**config.mk**
```make
export PLATFORM = sky130hd
export DESIGN_NAME = boot_load_controller
export DESIGN_NICKNAME = d
export VERILOG_FILES = /design/src/rtl/boot_load_controller.sv
export SDC_FILE = /design/constraint.sdc
export NUM_CORES = 1
export LEC_CHECK = 0
export CAP_MARGIN = 20
export CORE_MARGIN = 4
export CORE_UTILIZATION = 35
export DETAILED_ROUTE_END_ITERATION = 8
export SLEW_MARGIN = 15
export SYNTH_ARGS = -nofsm -noshare
export SYNTH_HDL_FRONTEND = slang
export SYNTH_SLANG_ARGS = --single-unit
export TNS_END_PERCENT = 30
```
**constraint.sdc**
```tcl
create_clock -name clk -period 3.5 [get_ports clk]
set_clock_uncertainty 0.15 [all_clocks]
set_input_delay 0.7 -clock clk [delete_from_list [all_inputs] [get_ports clk]]
set_output_delay 0.7 -clock clk [all_outputs]
set_load 0.02 [all_outputs]
```
**src/rtl/boot_load_controller.sv**
```systemverilog
// UART boot loader: sends 0x99, receives a big-endian size and that many program bytes,
// writes them as 32-bit big-endian words to program memory, sends 0xAA, then flags boot_done.
module boot_load_controller #(
  parameter int unsigned ADDR_WIDTH = 15
) (
  input  logic                  clk,
  input  logic                  reset,
  input  logic                  rx_valid,
  input  logic [7:0]            rx_data,
  input  logic                  tx_ready,
  output logic                  tx_valid,
  output logic [7:0]            tx_data,
  output logic                  pm_wren,
  output logic [ADDR_WIDTH-1:0] pm_addr,
  output logic [31:0]           pm_wdata,
  output logic [31:0]           program_data_size,
  output logic                  boot_done
);

  typedef enum logic [2:0] {
    StIdle,
    StSend99,
    StRecvSize,
    StRecvData,
    StSendAa,
    StDone
  } state_e;

  state_e                state_q;
  logic [1:0]            size_cnt_q;
  logic [31:0]           byte_cnt_q;
  logic [31:0]           size_q;
  logic [31:0]           word_q;
  logic                  pm_wren_q;
  logic [ADDR_WIDTH-1:0] pm_addr_q;
  logic [31:0]           pm_wdata_q;

  logic [31:0] size_next;
  logic [31:0] word_next;
  logic [1:0]  lane;
  logic [4:0]  lane_shift;
  logic        last_byte;
  logic        word_full;

  always_comb begin
    size_next  = {size_q[23:0], rx_data};
    lane       = byte_cnt_q[1:0];
    // First byte of a word lands in [31:24]: shift by 8 * (3 - lane).
    lane_shift = {~lane, 3'b000};
    word_next  = word_q | ({24'd0, rx_data} << lane_shift);
    last_byte  = ((byte_cnt_q + 32'd1) == size_q);
    word_full  = (lane == 2'd3);
  end

  always_ff @(posedge clk) begin
    if (reset) begin
      state_q    <= StIdle;
      size_cnt_q <= 2'd0;
      byte_cnt_q <= 32'd0;
      size_q     <= 32'd0;
      word_q     <= 32'd0;
      pm_wren_q  <= 1'b0;
      pm_addr_q  <= '0;
      pm_wdata_q <= 32'd0;
    end else begin
      pm_wren_q <= 1'b0;
      // Address advances on the edge that ends each write pulse.
      if (pm_wren_q) begin
        pm_addr_q <= pm_addr_q + {{(ADDR_WIDTH-1){1'b0}}, 1'b1};
      end
      case (state_q)
        StIdle: state_q <= StSend99;
        StSend99: begin
          if (tx_ready) state_q <= StRecvSize;
        end
        StRecvSize: begin
          if (rx_valid) begin
            size_q     <= size_next;
            size_cnt_q <= size_cnt_q + 2'd1;
            if (size_cnt_q == 2'd3) begin
              state_q <= (size_next == 32'd0) ? StSendAa : StRecvData;
            end
          end
        end
        StRecvData: begin
          if (rx_valid) begin
            byte_cnt_q <= byte_cnt_q + 32'd1;
            if (word_full || last_byte) begin
              pm_wren_q  <= 1'b1;
              pm_wdata_q <= word_next;
              word_q     <= 32'd0;
            end else begin
              word_q <= word_next;
            end
            if (last_byte) state_q <= StSendAa;
          end
        end
        StSendAa: begin
          if (tx_ready) state_q <= StDone;
        end
        StDone: state_q <= StDone;
        default: state_q <= StIdle;
      endcase
    end
  end

  always_comb begin
    tx_valid = 1'b0;
    tx_data  = 8'h00;
    if (state_q == StSend99) begin
      tx_valid = 1'b1;
      tx_data  = 8'h99;
    end else if (state_q == StSendAa) begin
      tx_valid = 1'b1;
      tx_data  = 8'hAA;
    end
  end

  assign pm_wren           = pm_wren_q;
  assign pm_addr           = pm_addr_q;
  assign pm_wdata          = pm_wdata_q;
  assign program_data_size = size_q;
  assign boot_done         = (state_q == StDone);

endmodule

```
Word level (Yosys, flattened, before mapping) --
Index checks and enable logic that the tools add are counted. W data, S select, Z words.
Word-level totals: register bits 149, bits of input ports 12, output and inout bits 90, word-level logic and storage cells 52
Operators by class: $add $sub $neg 3, equal/unequal tests 14, shifts and indexed selects 1, mux-type cells 14, bitwise gates (word level) 4, reductions and logical operators 8
Operators with widths (count):
- $add A32 B1 Y32 const B | 1
- $eq A32 B32 Y1 | 1
- $logic_not A32 Y1 | 1
- $mux W32 | 1
- $or A32 B32 Y32 | 1
- $shl A8 B5 Y32 | 1
- $mux W3 | 7
- $pmux W3 S6 | 1
- $mux W8 | 2
- $add A15 B1 Y15 const B | 1
- $ne A2 B2 Y1 const B | 6
- $eq A3 B2 Y1 const B | 2
- $eq A3 B3 Y1 const B | 2
- $reduce_and A6 Y1 | 1
- $eq A2 B2 Y1 const B | 2
- $reduce_and A2 Y1 | 2
- $eq A3 B1 Y1 const B | 1
- $logic_not A3 Y1 | 1
- $mux W1 | 3
- $reduce_and A3 Y1 | 1
- $reduce_or A3 Y1 | 1
- $add A2 B1 Y2 const B | 1
- $not A1 Y1 | 2
- $not A2 Y2 | 1
- $logic_or A1 B1 Y1 | 1

Logic depth before layout (Yosys ltp) --
Gate-level depths: netlist of the first run.
word-level depth 5, mapped depth 13, mapped depth without buffers 9

Least setup slack after synthesis of the first run --
OpenSTA, ideal clock, no wires.
path type flip-flop to flip-flop, start register byte_cnt_q[0], end register word_q[26], library setup time 136 ps, arrival time 2706 ps, data required time 3214 ps, slack 508 ps, cell stages (with the launch flop) 13, buffers on the path 4, clock period less this slack 2992 ps, path through dfxtp_1 ha_1 and3_1 and4_1 buf_4 and4_1 or3_1 or4_4 nor4_4 buf_6 buf_2 buf_4 nor4_1
Between the ends: longest elaborated chain between the ends 4, elaborated cells on any way between the ends 8, those cells by class 1 x add/sub; 2 x eq/ne; 1 x shift; 1 x mux; 2 x bitwise; 1 x reduce/logical
RTL lines:
- from (decl) | RTL line 31 | logic [31:0] byte_cnt_q;
- from (signal assigned) | RTL line 87 | byte_cnt_q <= byte_cnt_q + 32'd1;
- $add A32 B1 Y32 or $not A2 Y2 (tied branches) | RTL line 51, 49
- $eq A32 B32 Y1 or $shl A8 B5 Y32 (tied branches) | RTL line 51, 50
- $logic_or A1 B1 Y1 or $or A32 B32 Y32 (tied branches) | RTL line 88, 50
- $mux W32 * | RTL line 88 | if (word_full || last_byte) begin
- to (signal assigned) | RTL line 93 | word_q <= word_next;
- to (decl) | RTL line 33 | logic [31:0] word_q;
Every way passes the cells marked *; elsewhere a longest branch is shown, timed or not. A chain may end at the register's enable or synchronous reset.

Final worst setup path of the first run --
start register byte_cnt_q[18], end register pm_wdata_q[1] (netlist: pm_wdata[1])
Between the ends: longest elaborated chain between the ends 4
RTL lines:
- $add A32 B1 Y32 | RTL line 51 | last_byte = ((byte_cnt_q + 32'd1) == size_q);
- $eq A32 B32 Y1 | RTL line 51
- $logic_or A1 B1 Y1 | RTL line 88
- $reduce_and A3 Y1 (no source line)
- to (signal assigned) | RTL line 90 | pm_wdata_q <= word_next;
- to (decl) | RTL line 36 | logic [31:0] pm_wdata_q;
Every way passes these cells.

==> flow_metrics.py, run 1 <==
metrics = {
    "status": {
        "status": "completed",
    },
    "floorplan": {
        "initial_core_util": 0.3548,
        "row_count": 54,
        "io_pins": 102,
        "core_mm2": 0.02176,
        "fp.dieArea_mm2": 0.02449,
        "fp.dieH_um": 156.5,
        "die_w_um": 156.5,
    },
    "worst_setup_path": {
        "path_depth": 11,
        "crit_end": "pm_wdata[1]",
        "rr_endpoint": "pm_wdata[1]",
        "required_ns": 3.69,
        "cp.arrival_ns": 3.54,
        "worst-path-buf-inv": 3,
        "critical_path.max_stage_delay_ns": 0.49,
        "cp_max_fo": 14,
        "critPathLaunch": "byte_cnt_q[18]",
        "crit_slowest_cell": "dfxtp_1",
        "path_cells": "nand4_1 -> nor4_1 -> buf_4 -> a21oi_1 -> or2_2 -> a2111o_1 -> nor4_4 -> buf_12 -> nor2_4 -> buf_12 -> o31ai_1",
        "end_kind": "register",
        "reg2regPathDepth": 11,
        "r2r_setup_slack_ns": 0.14,
        "startpoint_type": "register",
        "path_delay_family": "simple AND/OR/NAND/NOR gates",
        "worstReg2RegStart": "byte_cnt_q[18]",
        "cpMostUsedCell": "buf_12",
        "path_class": "reg2reg",
    },
    "final_layout": {
        "fin_cells": 1303,
        "diodes": 0,
        "nets": 1025,
        "fin_area_mm2": 0.009882,
        "syn2layout_area_growth_pct": 28.03,
        "drive_gt1_frac": 0.1760,
    },
    "pwr": {
        "p_int_uw": 2876,
        "finalPower_uw": 3880,
        "comb_power_share": 0.061,
        "p_seq_frac": 0.444,
        "switching_power_uw": 1004,
        "ir_drop_mv": 0.2753,
        "power_density_mw_per_mm2": 392.7,
        "p_clk_frac": 0.495,
        "switching_share": 0.2589,
        "power_leakage_uw": 0.003498,
    },
    "routing": {
        "drc": 0,
        "drt_first_pass_iters": 5,
        "num_vias": 7124,
        "wl_per_cell_um": 18.18,
        "wirelength_um": 23690,
        "first_iter_violations": 378,
        "vias_per_cell": 5.467,
        "antenna_left": 0,
    },
    "run": {
        "maxCapViolCount": 0,
    },
    "clocking": {
        "cts_sinks": 149,
        "clkTransAtPathRegs_ns": 0.07,
        "cts_tree": "yes",
        "htree_num_levels": 4,
        "clock-root-buffer": "clkbuf_16",
        "clock_path_buffers": 2,
        "numCtsBuffers": 17,
        "hold_buffers": 0,
        "clk_latency_ns": 0.43,
    },
    "global_routing": {
        "gr-total-overflow": 0,
        "grt_max_degree": 134,
        "grt_usage": 0.1916,
        "grt_pass1_vias": 6822,
        "grt_pass1_wl_um": 37690,
        "grt_antenna_before_repair": 0,
    },
    "sta": {
        "layout_min_cycle_time_ns": 3.356,
        "report.final.slew_viol_count": 0,
        "finalSetupViolCount": 0,
        "tightest_slew_ns": 1.020,
        "fmax_mhz": 298.0,
        "slew_headroom": 0.3197,
        "setup-tns-final_ns": 0,
        "hold_violations": 0,
        "finalCritPeriodShare": 0.9588,
    },
    "logic_synthesis": {
        "netlist-cell-type-count": 66,
        "ys_top_cells_by_area": "dfxtp_1 (39%), a21oi_1 (7.4%), nand2_1 (5.1%)",
        "async_flop_share": 0,
        "synth_top_area_share": 0.3864,
        "ys_seq_area_frac": 0.3864,
        "syn_inst": 914,
        "ys_seq_elements": 149,
        "synth_edf_count": 0,
        "ys.flop_type": "dfxtp_1",
        "syn_area_mm2": 0.007719,
        "synth_top_area_cell": "dfxtp_1",
        "avgSynthCellArea_um2": 8.445,
        "synth_warnings": 0,
    },
    "placement": {
        "dp_hpwl_um": 16720,
        "io_buffers": 99,
        "gp_congestion": 0.9404,
        "place_area_mm2": 0.009239,
        "dp.cells": 1270,
    },
    "min_path": {
        "hold_path.class": "reg2reg",
        "worst_hold_startpoint": "size_cnt_q[1]",
    },
}
[kinds of logic (layout without fill, tap and decap cells)]
logic type	Yosys count	in the layout	synth area share
flops	149	149	0.3864
fa+ha+maj	3	3	0.004864
xor+xnor	77	77	0.08737
other cells	1	2	0.0004858
compound gates	198	198	0.1726
simple gates	391	391	0.2877
buf+inv	94	202	0.05917
mux	1	1	0.001297
[sequential cells by signal (all words and copies together) (netlist names)]
signal / count
byte_cnt_q: 32
pm_wdata: 32
program_data_size: 32
word_q: 32
pm_addr: 15
state_q: 3
size_cnt_q: 2
pm_wren: 1
[per-layer routing]
metal  part of all wire  up-vias  track usage  wire length, µm
met5                  0        -            0                0
met1               0.47     3410       0.2594            11070
met2               0.47      191       0.3097            11090
met3              0.046       27      0.04038             1093
li1                   -     3496            -                -
met4              0.019        0      0.05413              440
[worst reg2reg max path: stages, from the launching register on]
cell and delay [ns]:
dfxtp_1 0.49, nand4_1 0.27, nor4_1 0.38, buf_4 0.19, a21oi_1 0.08, or2_2 0.30, a2111o_1 0.40, nor4_4 0.36
buf_12 0.20, nor2_4 0.06, buf_12 0.16, o31ai_1 0.22
[metrics by stage]
stage	utilization	worst slack, ns	hold slack [ns]
floorplan	-	0.5082	0.2900
detailed placement	0.4247	0.09595	0.3052
CTS	0.4530	0.06774	0.3154
global route	0.4542	-0.04055	0.3471
finish	0.4542	0.1441	0.3118
global placement	0.4247	0.1366	0.2999
[power by group through the flow]
stage,Sequential [µW],Clock [µW],Combinational (µW)
6_report,1720,1920,236
3_3_place_gp,1760,0,237
5_1_grt,1720,2030,258
3_5_place_dp,1760,0,237
4_1_cts,1720,1960,238
2_1_floorplan,1750,0,158
[cell usage after synthesis, types with 7 or more instances]
library cell,number
buf_2,16
a21oi_1,114
nand4b_1,7
and2_1,11
xnor2_1,38
inv_1,7
nand3_1,20
nand4_1,22
dfxtp_1,149
clkbuf_1,48
nor2_1,70
buf_4,12
nor3_1,18
and3_1,14
xor2_1,39
or4b_2,32
or3_1,11
o31ai_2,29
nor4_1,47
o21ai_0,14
nand2_1,104
[final cells by class]
cell class / count / area, µm²
inverter: 7 / 26.28
clock buffer: 17 / 425.4
multi-input combinational: 672 / 4309
clock inverter: 15 / 190.2
fill: 2171 / 11870
sequential: 149 / 2983
timing repair buffer: 163 / 1598
tap: 280 / 350.3
[cells in the final DEF, fill, tap and decap left out, drive strengths merged, types with 3 or more instances in the layout]
cell,instances
a21o,3
a21oi,114
a31oi,6
and2,11
and3,14
and4,6
buf,65
clkbuf,17
clkdlybuf4s50,98
clkinv,5
dfxtp,149
ha,3
inv,15
nand2,104
nand2b,6
nand3,21
nand4,24
nand4b,7
nor2,72
nor2b,5
nor3,19
nor4,49
o21ai,14
o22ai,6
o31ai,32
or3,11
or4,3
or4b,32
xnor2,38
xor2,39
[repair_timing]
action / CTS / global route
resized for setup: 0 / 5
setup buffers: 0 / 1
endpoints found under the setup margin: 0 / 37
[worst min path at each step]
stage | to | depth (start not counted)
floorplan | size_cnt_q[1] | 2
global placement | size_cnt_q[1] | 2
detailed placement | size_cnt_q[1] | 2
CTS | size_cnt_q[1] | 2
global route | size_cnt_q[1] | 2
finish | size_cnt_q[1] | 2
Note: power is estimated with default switching activity, not from simulation.
==> run 2: changes to the inputs <==
- clock period: 3.5 -> 3 ns (I/O delays scaled with it)
==> flow_metrics.py, run 2 (synthesis results as in run 1) <==
metrics = {
    "final_layout": {
        "final_util": 0.5091,
        "fin_cells": 1405,
        "final_common_cell": "buf_4",
        "nFillCells": 2052,
        "syn2layout_area_growth_pct": 43.51,
        "drive_gt1_frac": 0.2924,
        "register_area_mm2": 0.003008,
        "fin_area_mm2": 0.01108,
        "nets": 1127,
        "multi_input_area_mm2": 0.004613,
        "final_cell_mix": "buf_4 (147), dfxtp_1 (135), a21oi_1 (114)",
        "diodes": 0,
    },
    "sta": {
        "fmax_mhz": 308.3,
        "setup_ws_ns": -0.2439,
        "hold_violations": 0,
        "slew_headroom": 0.3531,
        "report.final.slew_viol_count": 0,
        "finalCritPeriodShare": 1.081,
        "layout_min_cycle_time_ns": 3.244,
        "tightest_slew_ns": 0.9704,
        "rsz0062_at_grt": "true",
        "finalSetupViolCount": 42,
    },
    "clocking": {
        "clk_latency_ns": 0.43,
        "htree_num_levels": 4,
        "numCtsBuffers": 17,
        "cts_tree": "yes",
        "cts_sinks": 149,
        "clock-root-buffer": "clkbuf_16",
        "clkTransAtPathRegs_ns": 0.07,
        "clock_path_buffers": 2,
    },
    "routing": {
        "drt_first_pass_iters": 5,
        "antenna_left": 0,
        "vias_per_cell": 5.443,
        "wirelength_um": 25530,
        "drc": 0,
        "first_iter_violations": 379,
        "wl_per_cell_um": 18.17,
        "num_vias": 7648,
    },
    "worst_setup_path": {
        "critPathLaunch": "byte_cnt_q[8]",
        "path_class": "reg2reg",
        "r2r_setup_slack_ns": -0.24,
        "startpoint_type": "register",
        "reg2regPathDepth": 12,
        "end_kind": "register",
        "cp_max_fo": 8,
        "crit_slowest_cell": "nor4_1",
        "cp.arrival_ns": 3.44,
        "crit_end": "pm_wdata[0]",
        "required_ns": 3.19,
        "worstReg2RegStart": "byte_cnt_q[8]",
        "rr_endpoint": "pm_wdata[0]",
        "path_cells": "buf_4 -> buf_4 -> xor2_1 -> a211oi_1 -> nand4b_1 -> nor4_1 -> nand4_1 -> nor4_4 -> buf_12 -> nor2_4 -> buf_12 -> o31ai_2",
        "critical_path.max_stage_delay_ns": 0.40,
    },
    "run": {
        "maxCapViolCount": 0,
    },
    "global_routing": {
        "grt_pass1_vias": 7335,
        "grt_pass1_wl_um": 39940,
        "grt_max_degree": 121,
        "gr-total-overflow": 0,
        "grt_usage": 0.2047,
        "grt_antenna_before_repair": 0,
    },
    "placement": {
        "dp_hpwl_um": 17920,
        "place_area_mm2": 0.009977,
        "io_buffers": 99,
        "dp.cells": 1365,
        "gp_congestion": 0.9409,
    },
    "pwr": {
        "power_density_mw_per_mm2": 420.8,
        "ir_drop_mv": 0.3442,
        "power_leakage_uw": 0.004144,
    },
    "floorplan": {
        "initial_core_util": 0.3548,
        "die_w_um": 156.5,
        "fp.dieH_um": 156.5,
        "core_mm2": 0.02176,
        "fp.dieArea_mm2": 0.02449,
        "io_pins": 102,
        "row_count": 54,
    },
    "min_path": {
        "min_path_cells": 2,
        "hold_path.class": "reg2reg",
    },
    "status": {
        "violations": "setup timing",
        "status": "finished with violations",
    },
}
==> run 2: worst min path at each step <==
stage / from / end / slack (ns)
3_5_place_dp: size_cnt_q[1] / size_cnt_q[1] / 0.31
5_1_grt: size_cnt_q[1] / size_cnt_q[1] / 0.34
6_report: size_cnt_q[1] / size_cnt_q[1] / 0.32
4_1_cts: size_cnt_q[1] / size_cnt_q[1] / 0.32
2_1_floorplan: size_cnt_q[1] / size_cnt_q[1] / 0.29
3_3_place_gp: size_cnt_q[1] / size_cnt_q[1] / 0.30
==> run 2: critical path: cells and delay by family (launching register included) <==
kind / cells / cell delay [ns]
flip-flops: 1 / 0.33
AND/OR/NAND/NOR: 5 / 1.26
buffers and inverters: 4 / 0.64
XOR/XNOR: 1 / 0.16
AO/OA/AOI/OAI: 2 / 0.59
==> run 2: timing repair <==
action | in CTS | in global routing
pin swaps | 11 | 17
setup endpoints to repair | 68 | 68
hold buffers | 0 | 0
cloned | 0 | 3
buffers inserted | 2 | 3
resized for setup | 31 | 49
==> run 2: metrics by stage <==
stage	hold slack, ns	TNS [ns]	worst slack, ns	total power, µW
finish	0.3167	-7.227	-0.2439	4661
floorplan	0.2900	0	0.008156	2232
global placement	0.2959	-6.792	-0.4449	2347
CTS	0.3183	-2.631	-0.1035	4696
detailed placement	0.3089	-9.940	-0.4656	2348
global route	0.3384	-17.87	-0.4056	4808
==> run 2: power breakdown <==
part | leakage (µW) | switching, µW | internal, µW
combinational | 0.00263 | 196 | 117
sequential | 0.00121 | 14.1 | 1990
clock | 0.000309 | 998 | 1350
==> run 2: layer usage <==
metal  routed length, µm  vias up  share of wire  GRT usage
met3                1290       38          0.051    0.04010
met5                   0        -              0          0
met4                 554        0          0.022    0.05785
li1                    -     3701              -          -
met1               11890     3719           0.47     0.2792
met2               11800      190           0.46     0.3307
==> run 2: layout make-up <==
type	count	area share
clock buffers	17	0.03840
clock inverters	15	0.01875
inverters	7	0.002372
multi-input cells	672	0.4165
flip-flops and latches	149	0.2715
well taps	280	0.03163
repair buffers	265	0.2208
==> run 3: changes to the inputs <==
- GPL_TIMING_DRIVEN: unset -> 1
==> results of run 3 <==
The final DEF is identical to that of run 2; final timing and power are the same.
